--- src/rtl/pscan_pkg.sv ---
// Shared FSM state type, default parameter values and the pattern length clamp
// used by the pattern_scan_ctrl slice.
package pscan_pkg;

   localparam int DATA_W_DEF  = 8;
   localparam int PAT_MAX_DEF = 8;
   localparam int CNT_W_DEF   = 8;

   typedef enum logic [1:0] {
      ST_IDLE  = 2'd0,
      ST_SHIFT = 2'd1,
      ST_EOF   = 2'd2
   } state_e;

   // Folds any requested length into the legal range 1..pat_max.
   function automatic int clamp_len(input int len, input int pat_max);
      if (len < 1) return 1;
      if (len > pat_max) return pat_max;
      return len;
   endfunction

endpackage

--- src/rtl/pscan_matcher.sv ---
// Serial pattern matcher: bit history, saturating history count, masked compare,
// overlap handling and a registered one-cycle hit pulse.
module pscan_matcher
   import pscan_pkg::*;
#(
   parameter  int PAT_MAX = PAT_MAX_DEF,
   localparam int LEN_W   = $clog2(PAT_MAX + 1)
) (
   input  logic               clk,
   input  logic               rst,
   input  logic               clear,
   input  logic               bit_valid,
   input  logic               bit_in,
   input  logic [PAT_MAX-1:0] pattern,
   input  logic [PAT_MAX-1:0] mask,
   input  logic [LEN_W-1:0]   len,
   input  logic               overlap,
   output logic               hit
);

   logic [PAT_MAX-1:0] hist_q, hist_d;
   logic [PAT_MAX-1:0] shifted;
   logic [PAT_MAX-1:0] len_mask;
   logic [LEN_W-1:0]   cnt_q, cnt_d;
   logic [LEN_W-1:0]   cnt_inc;
   logic               match;
   logic               hit_q, hit_d;

   always_comb begin
      // NOTE: every variable gets a default first so no path can infer a latch.
      hist_d   = hist_q;
      cnt_d    = cnt_q;
      match    = 1'b0;
      len_mask = '0;
      for (int i = 0; i < PAT_MAX; i++) len_mask[i] = (i < int'(len));
      shifted  = {hist_q[PAT_MAX-2:0], bit_in};
      cnt_inc  = (cnt_q >= len) ? len : cnt_q + LEN_W'(1);

      if (clear) begin
         hist_d = '0;
         cnt_d  = '0;
      end else if (bit_valid) begin
         hist_d = shifted;
         cnt_d  = cnt_inc;
         match  = (cnt_inc >= len) && (((shifted ^ pattern) & mask & len_mask) == '0);
         if (match && !overlap) cnt_d = '0;
      end
      hit_d = match;
   end

   always_ff @(posedge clk) begin
      // NOTE: sequential state uses non-blocking assignments only.
      if (!rst) begin
         hist_q <= '0;
         cnt_q  <= '0;
         hit_q  <= 1'b0;
      end else begin
         hist_q <= hist_d;
         cnt_q  <= cnt_d;
         hit_q  <= hit_d;
      end
   end

   assign hit = hit_q;

endmodule

--- src/rtl/pattern_scan_ctrl.sv ---
// Word-to-bit serializer with programmable pattern match, hit counter and sticky irq.
// Optional don't-care mask on the compare is enabled by defining PSCAN_MASK_EN.
module pattern_scan_ctrl
   import pscan_pkg::*;
#(
   parameter  int DATA_W  = DATA_W_DEF,
   parameter  int PAT_MAX = PAT_MAX_DEF,
   parameter  int CNT_W   = CNT_W_DEF,
   localparam int LEN_W   = $clog2(PAT_MAX + 1),
   localparam int IDX_W   = (DATA_W > 1) ? $clog2(DATA_W) : 1
) (
   input  logic               clk,
   input  logic               rst,
   input  logic               cfg_we,
   input  logic [PAT_MAX-1:0] cfg_pattern,
   input  logic [LEN_W-1:0]   cfg_len,
   input  logic               cfg_overlap,
   input  logic [CNT_W-1:0]   cfg_thresh,
`ifdef PSCAN_MASK_EN
   input  logic [PAT_MAX-1:0] cfg_mask,
`endif
   input  logic               in_valid,
   input  logic [DATA_W-1:0]  in_data,
   input  logic               in_last,
   output logic               in_ready,
   output logic               bit_valid,
   output logic               bit_out,
   output logic               hit,
   output logic [CNT_W-1:0]   hit_count,
   output logic               irq,
   input  logic               irq_clr,
   output logic               busy
);

   state_e             state_q, state_d;
   logic [DATA_W-1:0]  word_q, word_d;
   logic               last_q, last_d;
   logic [IDX_W-1:0]   idx_q, idx_d;
   logic [PAT_MAX-1:0] pat_q, pat_d;
   logic [PAT_MAX-1:0] mask_q, mask_d;
   logic [LEN_W-1:0]   len_q, len_d;
   logic               ovl_q, ovl_d;
   logic [CNT_W-1:0]   thr_q, thr_d;
   logic [CNT_W-1:0]   cnt_q, cnt_d;
   logic               irq_q, irq_d;
   logic               cfg_accept;
   logic               xfer;

   assign cfg_accept = (state_q == ST_IDLE) && cfg_we;
   assign in_ready   = rst && (state_q == ST_IDLE) && !cfg_we;
   assign xfer       = in_valid && in_ready;
   assign bit_valid  = (state_q == ST_SHIFT);
   assign bit_out    = bit_valid && word_q[idx_q];
   assign busy       = (state_q != ST_IDLE);
   assign hit_count  = cnt_q;
   assign irq        = irq_q;

   always_comb begin
      state_d = state_q;
      word_d  = word_q;
      last_d  = last_q;
      idx_d   = idx_q;
      case (state_q)
         ST_IDLE: if (xfer) begin
            word_d  = in_data;
            last_d  = in_last;
            idx_d   = IDX_W'(DATA_W - 1);
            state_d = ST_SHIFT;
         end
         ST_SHIFT: begin
            if (idx_q == '0) state_d = last_q ? ST_EOF : ST_IDLE;
            else             idx_d   = idx_q - IDX_W'(1);
         end
         ST_EOF:  state_d = ST_IDLE;
         default: state_d = ST_IDLE;
      endcase
   end

   always_comb begin
      pat_d  = pat_q;
      mask_d = mask_q;
      len_d  = len_q;
      ovl_d  = ovl_q;
      thr_d  = thr_q;
      if (cfg_accept) begin
         pat_d = cfg_pattern;
         len_d = LEN_W'(clamp_len(int'(cfg_len), PAT_MAX));
         ovl_d = cfg_overlap;
         thr_d = cfg_thresh;
`ifdef PSCAN_MASK_EN
         mask_d = cfg_mask;
`else
         mask_d = '1;
`endif
      end
   end

   // irq only fires on the increment that lands on the threshold; a set beats irq_clr.
   always_comb begin
      cnt_d = cnt_q;
      irq_d = irq_q && !irq_clr;
      if (cfg_accept) begin
         cnt_d = '0;
         irq_d = 1'b0;
      end else if (hit && !(&cnt_q)) begin
         cnt_d = cnt_q + CNT_W'(1);
         if ((thr_q != '0) && (cnt_d == thr_q)) irq_d = 1'b1;
      end
   end

   always_ff @(posedge clk) begin
      if (!rst) begin
         state_q <= ST_IDLE;
         word_q  <= '0;
         last_q  <= 1'b0;
         idx_q   <= '0;
         pat_q   <= '0;
         mask_q  <= '1;
         len_q   <= LEN_W'(1);
         ovl_q   <= 1'b0;
         thr_q   <= '0;
         cnt_q   <= '0;
         irq_q   <= 1'b0;
      end else begin
         state_q <= state_d;
         word_q  <= word_d;
         last_q  <= last_d;
         idx_q   <= idx_d;
         pat_q   <= pat_d;
         mask_q  <= mask_d;
         len_q   <= len_d;
         ovl_q   <= ovl_d;
         thr_q   <= thr_d;
         cnt_q   <= cnt_d;
         irq_q   <= irq_d;
      end
   end

   pscan_matcher #(.PAT_MAX(PAT_MAX)) u_matcher (
      .clk       (clk),
      .rst       (rst),
      .clear     (cfg_accept || (state_q == ST_EOF)),
      .bit_valid (bit_valid),
      .bit_in    (bit_out),
      .pattern   (pat_q),
      .mask      (mask_q),
      .len       (len_q),
      .overlap   (ovl_q),
      .hit       (hit)
   );

endmodule
--- config.mk ---
export PLATFORM = sky130hd
export DESIGN_NAME = pattern_scan_ctrl
export DESIGN_NICKNAME = d
export VERILOG_FILES = /design/src/rtl/pscan_pkg.sv /design/src/rtl/pscan_matcher.sv /design/src/rtl/pattern_scan_ctrl.sv
export SDC_FILE = /design/constraint.sdc
export NUM_CORES = 1
export LEC_CHECK = 0
export ABC_AREA = 1
export BUFFER_PORTS_ARGS = -buffer_cell sky130_fd_sc_hd__buf_2
export CAP_MARGIN = 20
export CORE_ASPECT_RATIO = 1.1
export CORE_MARGIN = 4
export CORE_UTILIZATION = 35
export CTS_CLUSTER_DIAMETER = 100
export CTS_CLUSTER_SIZE = 30
export DETAILED_ROUTE_END_ITERATION = 10
export PLACE_DENSITY = 0.62
export SLEW_MARGIN = 10
export SYNTH_ARGS = -nofsm -noshare
export SYNTH_HDL_FRONTEND = slang
export SYNTH_SLANG_ARGS = --single-unit
export TNS_END_PERCENT = 20
--- constraint.sdc ---
create_clock -name clk -period 3.5 [get_ports clk]
set_input_delay 0.35 -clock clk [delete_from_list [all_inputs] [get_ports clk]]
set_output_delay 0.35 -clock clk [all_outputs]
set_load 0.03 [all_outputs]
# --- Word level (Yosys, flattened, before mapping) ---
# Cells that the tools add are included.
totals:
  inputBits: 35
  mem_bits_rw: 0
  latchBits: 0
  romBits: 0
  ff_bits: 56
  mem_count: 0
classes:
  reduce_logical: 28
  n_mux: 22
  n_bitwise: 4
  multipliers: 0
  addsub: 3
  shifts: 0
  n_div: 0
  n_eq_ne: 6
  order_cmp: 13
ops:
  columns: ["operator", "n"]
  rows:
  - ["$mux 4", 5]
  - ["$lt 3x4->1 const A", 4]
  - ["$logic_and 1x1->1", 10]
  - ["$mux 1", 9]
  - ["$add 8x1->8 const B", 1]
  - ["$and 8x8->8", 1]
  - ["$eq 8x8->1", 1]
  - ["$ge 4x4->1", 2]
  - ["$logic_not 8->1", 1]
  - ["$lt 1x4->1 const A", 2]
  - ["$lt 2x4->1 const A", 2]
  - ["$reduce_and 8->1", 1]
  - ["$reduce_bool 8->1", 1]
  - ["$xor 8x8->8", 1]
  - ["$mux 2", 3]
  - ["$mux 3", 2]
  - ["$pmux 3 s2", 1]
  - ["$add 4x1->4 const B", 1]
  - ["$gt 4x4->1 const B", 1]
  - ["$logic_not 1->1", 4]
  - ["$lt 3x4->1 const B", 1]
  - ["$lt 4x1->1 const B", 1]
  - ["$ne 2x2->1 const B", 2]
  - ["$pmux 2 s2", 1]
  - ["14 further kinds", 18]

# --- Depth between registers and ports, before layout ---
# Gate-level depths: netlist of run 1.
logic_depth:
  ltp_word: 9
  mapped_depth: 18
  ltp_nobuf: 18

# --- Hierarchy ---
# From an unflattened synthesis of run 1, not the netlist that was laid out.
unflattened:
  cells_unflattened: 460
  area_unflattened_um2: 3071.7
by_module_without_submodules:
  columns: ["mod", "area_per_inst_um2", "seq_area_each_um2", "n_inst", "cells_each"]
  rows:
  - ["pattern_scan_ctrl", 2020.7, 880.8, 1, 290]
  - ["pscan_matcher", 1051.0, 240.2, 1, 170]

# --- Worst setup path after synthesis of run 1 ---
# Ideal clock, no wire load.
synth_path:
  kind: "register to register"
  start: "register len_q[1]"
  end: "register u_matcher.cnt_q[0]"
  setup_ps: 132
  required_ps: 3368
  stages_incl_launch_ff: 18
  n_path_buf: 0
  setup_slack_ps: 985
  synth_period_minus_slack_ps: 2515
  arrival_ps: 2382
  path_cell_list: "dfxtp_1 -> inv_1 -> ha_1 -> inv_1 -> nor2_1 -> o211ai_1 -> nand3_1 -> o21ai_0 -> inv_1 -> ha_1 -> inv_1 -> o21bai_1 -> nand3_1 -> and3_1 -> nor2_1 -> nand3_2 -> nand2_1 -> a21oi_1"
synth_between:
  elab_chain_len: 6
synth_rtl:
  columns: ["element", "line_no", "source"]
  rows:
  - ["from (decl)", "pattern_scan_ctrl.sv:41", "logic [LEN_W-1:0] len_q, len_d;"]
  - ["from (signal assigned)", "pattern_scan_ctrl.sv:131", "len_q <= len_d;"]
  - ["$ge 4x4->1, or another cell as far along", "pscan_matcher.sv:37", "cnt_inc = (cnt_q >= len) ? len : cnt_q + LEN_W'(1);"]
  - ["$mux 4 / $and 8x8->8 (equally long branches)", "pscan_matcher.sv:37, pscan_matcher.sv:45", null]
  - ["$ge 4x4->1 / $logic_not 8->1 (equally long branches)", "pscan_matcher.sv:45", "match = (cnt_inc >= len) && (((shifted ^ pattern) & mask & len_mask) == '0);"]
  - ["$logic_and 1x1->1", "pscan_matcher.sv:45", null]
  - ["$logic_and 1x1->1", "pscan_matcher.sv:46", "if (match && !overlap) cnt_d = '0;"]
  - ["$mux 4 (*)", "pscan_matcher.sv:46", null]
  - ["to (signal assigned)", "pscan_matcher.sv:59", "cnt_q <= cnt_d;"]
  - ["to (decl)", "pscan_matcher.sv:24", "logic [LEN_W-1:0] cnt_q, cnt_d;"]
# Every way passes the cells marked *; elsewhere a longest branch is shown, timed or not.
# A chain may end at the register's enable or synchronous reset.

# --- Worst setup path in the final report of run 1 ---
# Ends and elaborated chain as after synthesis.

==> out/results.ini, run 1 <==
[run_status]
status = finished, final reports clean

[pwr]
p_comb_frac = 0.171
p_int_mw = 0.911
max-vdd-ir-drop_v = 0.000139
swShare = 0.288
power.switching_mw = 0.368
seqPwrFrac = 0.536
power_density_nw_per_um2 = 390
p_clk_frac = 0.294
p_leak_nw = 1.50

[logic_synthesis]
synth_cells = 412
synth_flop_cell = dfxtp_1
ys_types = 34
synthArstFlopShare = 0
synth_top_area_cell = dfxtp_1
ys_ff_latch = 56
synth_edf_count = 0
synth_top_area_frac = 0.391
syn_nets = 459
ys_seq_area_frac = 0.391
syn_avg_cell_area_um2 = 6.96
syn_area_um2 = 2870
synth.top_cells.by_area = dfxtp_1, nand2_1, o21ai_0
yosys_warnings = 0

[critical_path]
cp-endpoint = u_matcher.cnt_q[0]$_SDFFE_PP0P_
cp_max_fo = 8
start_kind = register
end_kind = register
path_class = register to register
r2r-start = len_q[1]$_SDFFE_PN0P_
worstReg2RegEnd = u_matcher.cnt_q[0]$_SDFFE_PP0P_
crit_required_ns = 3.69
ff2ff_path_depth = 17
cp-startpoint = len_q[1]$_SDFFE_PN0P_
ff2ff_setup_slack_ns = 0.59
worstPathArrival_ns = 3.10

[route]
drt_iter0_markers = 122
route.final.wire_length_um = 6710
wl_per_cell_um = 11.9
drc = 0
viasPerCell = 4.76
dr.pass1.iters = 4
via_count = 2684
drtAntennaViolNets = 0

[cts]
clkLatencyLatePin_ns = 0.31
cts_buffer_depth = 2
htree_levels = 2
cts_buffers = 5
clkTransAtPathRegs_ns = 0.10
ctsResizeCount = 0
cts_sinks = 56
post-cts-setup-buffers = 0
cts_hold_buf = 0
root_buffer = clkbuf_8
cts_tree = built

[sta]
max-slew-margin-rel = 0.457
fmax_mhz = 344
post-route-period-util = 0.831
setup_violations = 0
finalHoldViolations = 0
min_period_ns = 2.91
fin_tns_setup_ns = 0
tightest_slew_ns = 0.811
slew_viol_final = 0
fin_skew_ns = 0.00822
hold_ws_ns = 0.287
rsz0062_at_grt = no

[floorplan]
ioPinCount = 49
die_area_um2 = 9700
die_w_um = 94.3
core_region_area_um2 = 7960
fp.dieH_um = 103
start_util = 0.360
rows = 34

[run]
max-cap-violations = 0

[global_route]
antenna_found_initial = 0
grt_max_degree = 34
grt-ovfl-total = 0
grt_pass1_wl_um = 11400
track_usage = 0.146
grt_pass1_vias = 2541

[placed_design]
place.gp.congestion = 0.883
port_buffers = 48
place_hpwl_um = 5010

[worst_hold_path]
hp-start = cfg_pattern[2]
min_path_type = input pin to register

[final_layout]
nets = 502
diodes = 0
final_common_cell = nand2_1
area_growth_pct = 14.5
drive_above_1_share = 0.147
most-common-layout-cells = nand2_1, dfxtp_1, buf_2

sequential cells by signal, summed over array words and instances, names as in the netlist:
signal	count
u_matcher.hit	1
last_q	1
irq	1
len_q	4
pat_q	8
idx_q	3
thr_q	8
hit_count	8
ovl_q	1
u_matcher.cnt_q	4
state_q	2
u_matcher.hist_q	7
word_q	8
how the worst min path moves through the flow:
stage,endpoint,slack [ns],cells past startpoint
final,pat_q[2]$_SDFFE_PN0P_,0.29,3
after global routing,thr_q[2]$_SDFFE_PN0P_,0.30,3
after CTS,thr_q[1]$_SDFFE_PN0P_,0.28,3
after detailed placement,word_q[4]$_SDFFE_PN0P_,0.45,2
after global placement,word_q[1]$_SDFFE_PN0P_,0.44,2
after floorplan,state_q[1]$_SDFFE_PN0P_,0.42,2
per-layer routing:
| layer | share of wire | vias up | global-route usage |
|---|---|---|---|
| met3 | 0.055 | 10 | 0.0336 |
| met2 | 0.44 | 60 | 0.241 |
| met5 | 0 | - | 0 |
| met4 | 0.019 | 0 | 0.0511 |
| met1 | 0.48 | 1190 | 0.189 |
| li1 | - | 1424 | - |
layout make-up:
| class | instances | area, µm² |
|---|---|---|
| inverter | 51 | 196 |
| multi-input combinational | 292 | 1490 |
| tap | 108 | 135 |
| timing repair buffer | 49 | 248 |
| clock buffer | 7 | 86.3 |
| fill | 875 | 4670 |
| clock inverter | 1 | 7.51 |
| sequential | 56 | 1120 |
per-stage QoR:
stage	cells	area, µm²	utilization	worst slack, ns	power [mW]
2_1_floorplan	412	2870	-	0.985	0.855
3_3_place_gp	556	3190	0.401	0.840	0.912
3_5_place_dp	556	3190	0.401	0.645	0.919
4_1_cts	564	3280	0.413	0.609	1.29
5_1_grt	564	3280	0.413	0.345	1.35
6_report	564	3280	0.413	0.590	1.28
cells by family after synthesis:
group	count (synthesis)	synth area share
xor+xnor	10	0.0306
flops	56	0.391
simple gates	183	0.278
compound gates	87	0.158
buf+inv	64	0.0899
fa+ha+maj	12	0.0524
synthesized netlist by cell type, types with 2 or more instances:
master	instances
inv_1	47
nand2_1	87
nor3_1	2
o21ai_0	41
inv_2	2
dfxtp_1	56
nor2_1	47
clkbuf_1	10
ha_1	12
xor2_1	5
nand4_1	6
xnor2_1	5
nand3_2	2
a21oi_1	39
nor3_2	2
nand3_1	29
o211ai_1	3
power by group through the flow:
| stage | combinational [mW] | clock [mW] | sequential [mW] |
|---|---|---|---|
| 2_1_floorplan | 0.159 | 0 | 0.696 |
| 3_3_place_gp | 0.213 | 0 | 0.699 |
| 3_5_place_dp | 0.219 | 0 | 0.700 |
| 4_1_cts | 0.220 | 0.385 | 0.685 |
| 5_1_grt | 0.253 | 0.409 | 0.689 |
| 6_report | 0.218 | 0.376 | 0.685 |
worst max-delay path: stages (launching register included):
cell and delay [ns]:
dfxtp_1 0.35, inv_1 0.14, ha_1 0.34, inv_1 0.06
nor2_1 0.04, o211ai_1 0.17, nand3_1 0.21, o21ai_0 0.30
inv_1 0.08, ha_1 0.30, inv_1 0.04, o21bai_1 0.11
nand3_1 0.09, and3_1 0.15, nor2_1 0.16, nand3_2 0.12
nand2_1 0.08, a21oi_1 0.06
Note: power is estimated with default switching activity, not from simulation.
==> run 2, diff against run 1 <==
--- a/config.mk
+++ b/config.mk
@@ -14,7 +14,7 @@
 export CTS_CLUSTER_DIAMETER = 100
 export CTS_CLUSTER_SIZE = 30
 export DETAILED_ROUTE_END_ITERATION = 10
-export PLACE_DENSITY = 0.62
+export PLACE_DENSITY = 0.64
 export SLEW_MARGIN = 10
 export SYNTH_ARGS = -nofsm -noshare
 export SYNTH_HDL_FRONTEND = slang
==> constraint.sdc (replaced) <==
create_clock -name clk -period 2.41 [get_ports clk]
set_input_delay 0.241 -clock clk [delete_from_list [all_inputs] [get_ports clk]]
set_output_delay 0.241 -clock clk [all_outputs]
set_load 0.03 [all_outputs]
==> out/results.ini, run 2 (synthesis gave the netlist of run 1 again) <==
[final_layout]
most-common-layout-cells = nand2_1, dfxtp_1, buf_2
area_growth_pct = 21.6
instances_no_fill = 584  ; +3.5%
diodes = 0  ; unchanged
drive_above_1_share = 0.216  ; +0.0695
final_common_cell = nand2_1
nets = 522  ; +4.0%

[route]
route.final.wire_length_um = 6800  ; +1.4%
via_count = 2762  ; +2.9%
drt_iter0_markers = 104  ; -15%
dr.pass1.iters = 4  ; unchanged
drc = 0  ; unchanged
drtAntennaViolNets = 0  ; unchanged
wl_per_cell_um = 11.6  ; -2.1%
viasPerCell = 4.73  ; -0.62%

[run_status]
status = complete, but fails checks
violations = setup timing

[cts]
cts_hold_buf = 0  ; unchanged
htree_levels = 2  ; unchanged
cts_buffer_depth = 2  ; unchanged
cts_tree = built
cts_sinks = 56  ; unchanged
clkTransAtPathRegs_ns = 0.10  ; about the same
root_buffer = clkbuf_8
cts_buffers = 5  ; unchanged
clkLatencyLatePin_ns = 0.31  ; about the same

[floorplan]
die_w_um = 94.3  ; unchanged
ioPinCount = 49  ; unchanged
start_util = 0.360  ; unchanged
core_region_area_um2 = 7960  ; unchanged
fp.dieH_um = 103  ; unchanged
rows = 34  ; unchanged
die_area_um2 = 9700  ; unchanged

[critical_path]
cp_max_fo = 7  ; -1
path_class = register to register
end_kind = register
crit_required_ns = 2.59  ; -1.10 ns
start_kind = register
worstPathArrival_ns = 2.69  ; -0.41 ns

[sta]
fin_ws_ns = -0.102  ; -0.693 ns
setup_violations = 5  ; +5
post-route-period-util = 1.04  ; +0.211
max-slew-margin-rel = 0.623  ; +0.166
hold_ws_ns = 0.181  ; -0.106 ns
finalHoldViolations = 0  ; unchanged
fmax_mhz = 398  ; +16%
rsz0062_at_grt = yes
fin_tns_setup_ns = -0.447  ; -0.447 ns
fin_skew_ns = 0.0128  ; +0.00457 ns
slew_viol_final = 0  ; unchanged
min_period_ns = 2.51  ; -0.397 ns
tightest_slew_ns = 0.564  ; -0.247 ns

[placed_design]
place.gp.congestion = 0.913  ; +3.4%
dp_cells = 569  ; +2.3%
place_hpwl_um = 5080  ; +1.5%
port_buffers = 48  ; unchanged
place_ws_ns = -0.148  ; -0.792 ns

[pwr]
max-vdd-ir-drop_v = 0.000281  ; +100%
power.total_mw = 1.91  ; +49%
p_leak_nw = 1.60  ; +6.8%
power_density_nw_per_um2 = 548  ; +41%

[global_route]
grt_max_degree = 33  ; -2.9%
track_usage = 0.146  ; -0.000479
antenna_found_initial = 0  ; unchanged
grt_pass1_wl_um = 11200  ; -1.4%
grt_pass1_vias = 2488  ; -2.1%
grt-ovfl-total = 0  ; unchanged

[worst_hold_path]
min_path_type = input pin to register

[run]
max-cap-violations = 0  ; unchanged

run 2: layer usage:
metal	part of all wire	track usage
met5	0	0
met3	0.043	0.0234
met1	0.47	0.187
met2	0.47	0.247
met4	0.024	0.0567
run 2: cell type report:
type / instances / area, µm²
Clock buffer: 6 / 72.6
Clock inverter: 2 / 13.8
Timing Repair Buffer: 69 / 398
Fill cell: 876 / 4470
Multi-Input combinational cell: 292 / 1550
Sequential cell: 56 / 1120
Inverter: 51 / 196
Tap cell: 108 / 135
run 2: worst paths after layout:
kind	from	endpoint	slack (ns)	depth (start not counted)
setup reg to reg	len_q[1]$_SDFFE_PN0P_	u_matcher.cnt_q[1]$_SDFFE_PP0P_	-0.10	17
hold reg to reg	last_q$_SDFFE_PN0P_	state_q[1]$_SDFFE_PN0P_	0.46	2
setup / recovery	len_q[1]$_SDFFE_PN0P_	u_matcher.cnt_q[1]$_SDFFE_PP0P_	-0.10	17
hold / removal	cfg_pattern[7]	pat_q[7]$_SDFFE_PN0P_	0.18	3
run 2: critical path, stage by stage (launching register included):
cell and delay [ns]:
dfxtp_2 0.35, inv_2 0.05, ha_4 0.21, inv_2 0.04, nor2_1 0.03, o211ai_1 0.18, nand3_2 0.17, o21ai_2 0.20
inv_2 0.07, ha_4 0.27, inv_2 0.04, o21bai_1 0.14, nand3_1 0.09, and3_1 0.15, nor2_2 0.14, nand3_2 0.13
nand2_2 0.10, a21oi_2 0.05
run 2: what timing repair did:
action,in CTS,in global routing
setup endpoints to repair,5,5
buffers inserted,5,2
gates cloned,0,0
gates resized for setup,13,2
pin swaps,11,5
run 2: where the power goes:
group          total, mW  internal [mW]  leakage (nW)  switching (mW)
Combinational      0.403          0.178          1.09           0.225
Clock              0.514          0.208        0.0456           0.306
Sequential         0.994          0.967         0.459          0.0272
run 2: stage by stage:
stage | util | cell area [µm²]
2_1_floorplan | - | 2880
3_3_place_gp | 0.414 | 3300
3_5_place_dp | 0.414 | 3300
4_1_cts | 0.436 | 3470
5_1_grt | 0.438 | 3490
6_report | 0.438 | 3490
==> run 3, diff against run 2 <==
--- a/config.mk
+++ b/config.mk
@@ -6,6 +6,7 @@
 export NUM_CORES = 1
 export LEC_CHECK = 0
 export ABC_AREA = 1
+export ABC_CLOCK_PERIOD_IN_PS = 2410
 export BUFFER_PORTS_ARGS = -buffer_cell sky130_fd_sc_hd__buf_2
 export CAP_MARGIN = 20
 export CORE_ASPECT_RATIO = 1.1
==> constraint.sdc (replaced) <==
create_clock -name clk -period 2.41 [get_ports clk]
set_input_delay 0 -clock clk [delete_from_list [all_inputs] [get_ports clk]]
set_output_delay 0 -clock clk [all_outputs]
set_load 0.03 [all_outputs]
==> out/results.ini, run 3 (synthesis gave the netlist of run 1 again) <==
[run_status]
status = complete, but fails checks
violations = setup timing

[final_layout]
final_area_um2 = 3780  ; +8.3%
drive_above_1_share = 0.204  ; -0.0124
most-common-layout-cells = nand2_1, dfxtp_1, buf_2
fillers = 843  ; -3.8%
area_growth_pct = 31.8
diodes = 0  ; unchanged
final_common_cell = nand2_1
instances_no_fill = 613  ; +5.0%
nets = 551  ; +5.6%
postLayoutCoreUtil = 0.475  ; +0.0365

[placed_design]
dp_cells = 569  ; unchanged
port_buffers = 48  ; unchanged
place_ws_ns = -0.148  ; unchanged
place.gp.congestion = 0.913  ; unchanged
placed_area_um2 = 3300  ; unchanged
place_hpwl_um = 5080  ; unchanged

[sta]
hold_ws_ns = 0.0109  ; -0.170 ns
max-slew-margin-rel = 0.612  ; -0.0108
finalHoldViolations = 0  ; unchanged
tightest_slew_ns = 0.581  ; +0.0162 ns
rsz0062_at_grt = yes
fmax_mhz = 398  ; about the same
slew_viol_final = 0  ; unchanged
min_period_ns = 2.51  ; +0.000145 ns
fin_tns_setup_ns = -0.440  ; +0.00645 ns
post-route-period-util = 1.04  ; about the same
fin_ws_ns = -0.102  ; -0.000145 ns
setup_violations = 5  ; unchanged
fin_skew_ns = 0.0130  ; +0.000220 ns

[cts]
clkLatencyLatePin_ns = 0.31  ; about the same
cts_tree = built
cts_buffer_depth = 2  ; unchanged
clkTransAtPathRegs_ns = 0.10  ; about the same
root_buffer = clkbuf_8
cts_buffers = 5  ; unchanged
htree_levels = 2  ; unchanged
cts_sinks = 56  ; unchanged

[global_route]
track_usage = 0.154  ; +0.00813
antenna_found_initial = 0  ; unchanged
grt_pass1_vias = 2669  ; +7.3%
grt-ovfl-total = 0  ; unchanged
grt_max_degree = 33  ; unchanged
grt_pass1_wl_um = 11900  ; +5.8%

[critical_path]
cp_max_fo = 7  ; unchanged
path_class = register to register
start_kind = register
worstPathArrival_ns = 2.69  ; about the same
crit_required_ns = 2.59  ; about the same
end_kind = register

[route]
drtAntennaViolNets = 0  ; unchanged
viasPerCell = 4.68  ; -1.0%
wl_per_cell_um = 11.7  ; +0.30%
via_count = 2870  ; +3.9%
dr.pass1.iters = 4  ; unchanged
route.final.wire_length_um = 7160  ; +5.3%
drc = 0  ; unchanged
drt_iter0_markers = 92  ; -12%

[run]
max-cap-violations = 0  ; unchanged

[pwr]
max-vdd-ir-drop_v = 0.000294  ; +4.6%
power.total_mw = 1.95  ; +2.0%
p_leak_nw = 1.72  ; +7.6%
power_density_nw_per_um2 = 516  ; -5.9%

[floorplan]
die_w_um = 94.3  ; unchanged
ioPinCount = 49  ; unchanged
start_util = 0.360  ; unchanged
die_area_um2 = 9700  ; unchanged
fp.dieH_um = 103  ; unchanged
rows = 34  ; unchanged
core_region_area_um2 = 7960  ; unchanged

[worst_hold_path]
min_path_type = input pin to register

==> run 3: cell types whose count changed in the layout (fill, tap and decap cells not counted) <==
cell           delta
dlygate4sd3_1    +29
==> run 3: per-layer routing <==
metal,up-vias,global-route usage,wire (µm)
li1,1521,-,-
met1,1267,0.192,3320
met2,68,0.265,3440
met3,14,0.0219,256
met4,0,0.0667,140
met5,-,0,0
==> run 3: where the power goes <==
| group | internal, mW | switching, mW | leakage, nW | total [mW] |
|---|---|---|---|---|
| sequential | 0.967 | 0.0271 | 0.459 | 0.994 |
| clock | 0.208 | 0.306 | 0.0456 | 0.515 |
| combinational | 0.208 | 0.232 | 1.21 | 0.441 |
==> run 3: repair_timing <==
action / 4_1_cts / 5_1_grt
setup buffers: 5 / 2
hold buffers: 29 / 0
gates cloned: 0 / 0
pin swaps: 11 / 5
gates resized for setup: 13 / 2
endpoints found under the setup margin: 5 / 5
endpoints found under the hold margin: 29 / 0
==> run 3: final timing paths <==
path	startpoint	depth (start not counted)	slack (ns)	end
hold / removal	in_data[5]	3	0.01	word_q[5]$_SDFFE_PN0P_
hold reg to reg	last_q$_SDFFE_PN0P_	2	0.46	state_q[1]$_SDFFE_PN0P_
setup / recovery	len_q[1]$_SDFFE_PN0P_	17	-0.10	u_matcher.cnt_q[1]$_SDFFE_PP0P_
setup reg to reg	len_q[1]$_SDFFE_PN0P_	17	-0.10	u_matcher.cnt_q[1]$_SDFFE_PP0P_
==> run 3: area by class of cell <==
type,count,area (µm²),share of cell area
clock buffer,6,72.6,0.0192
timing repair buffer,98,688,0.182
multi-input combinational,292,1550,0.409
sequential,56,1120,0.298
tap,108,135,0.0358
clock inverter,2,13.8,0.00364
inverter,51,196,0.0520
==> run 3: critical path, cell delays in order (launching register included) <==
cell and delay [ns]:
dfxtp_2 0.35, inv_2 0.05, ha_4 0.21, inv_2 0.04
nor2_1 0.03, o211ai_1 0.18, nand3_2 0.17, o21ai_2 0.20
inv_2 0.07, ha_4 0.27, inv_2 0.04, o21bai_1 0.14
nand3_1 0.09, and3_1 0.15, nor2_2 0.14, nand3_2 0.13
nand2_2 0.10, a21oi_2 0.05
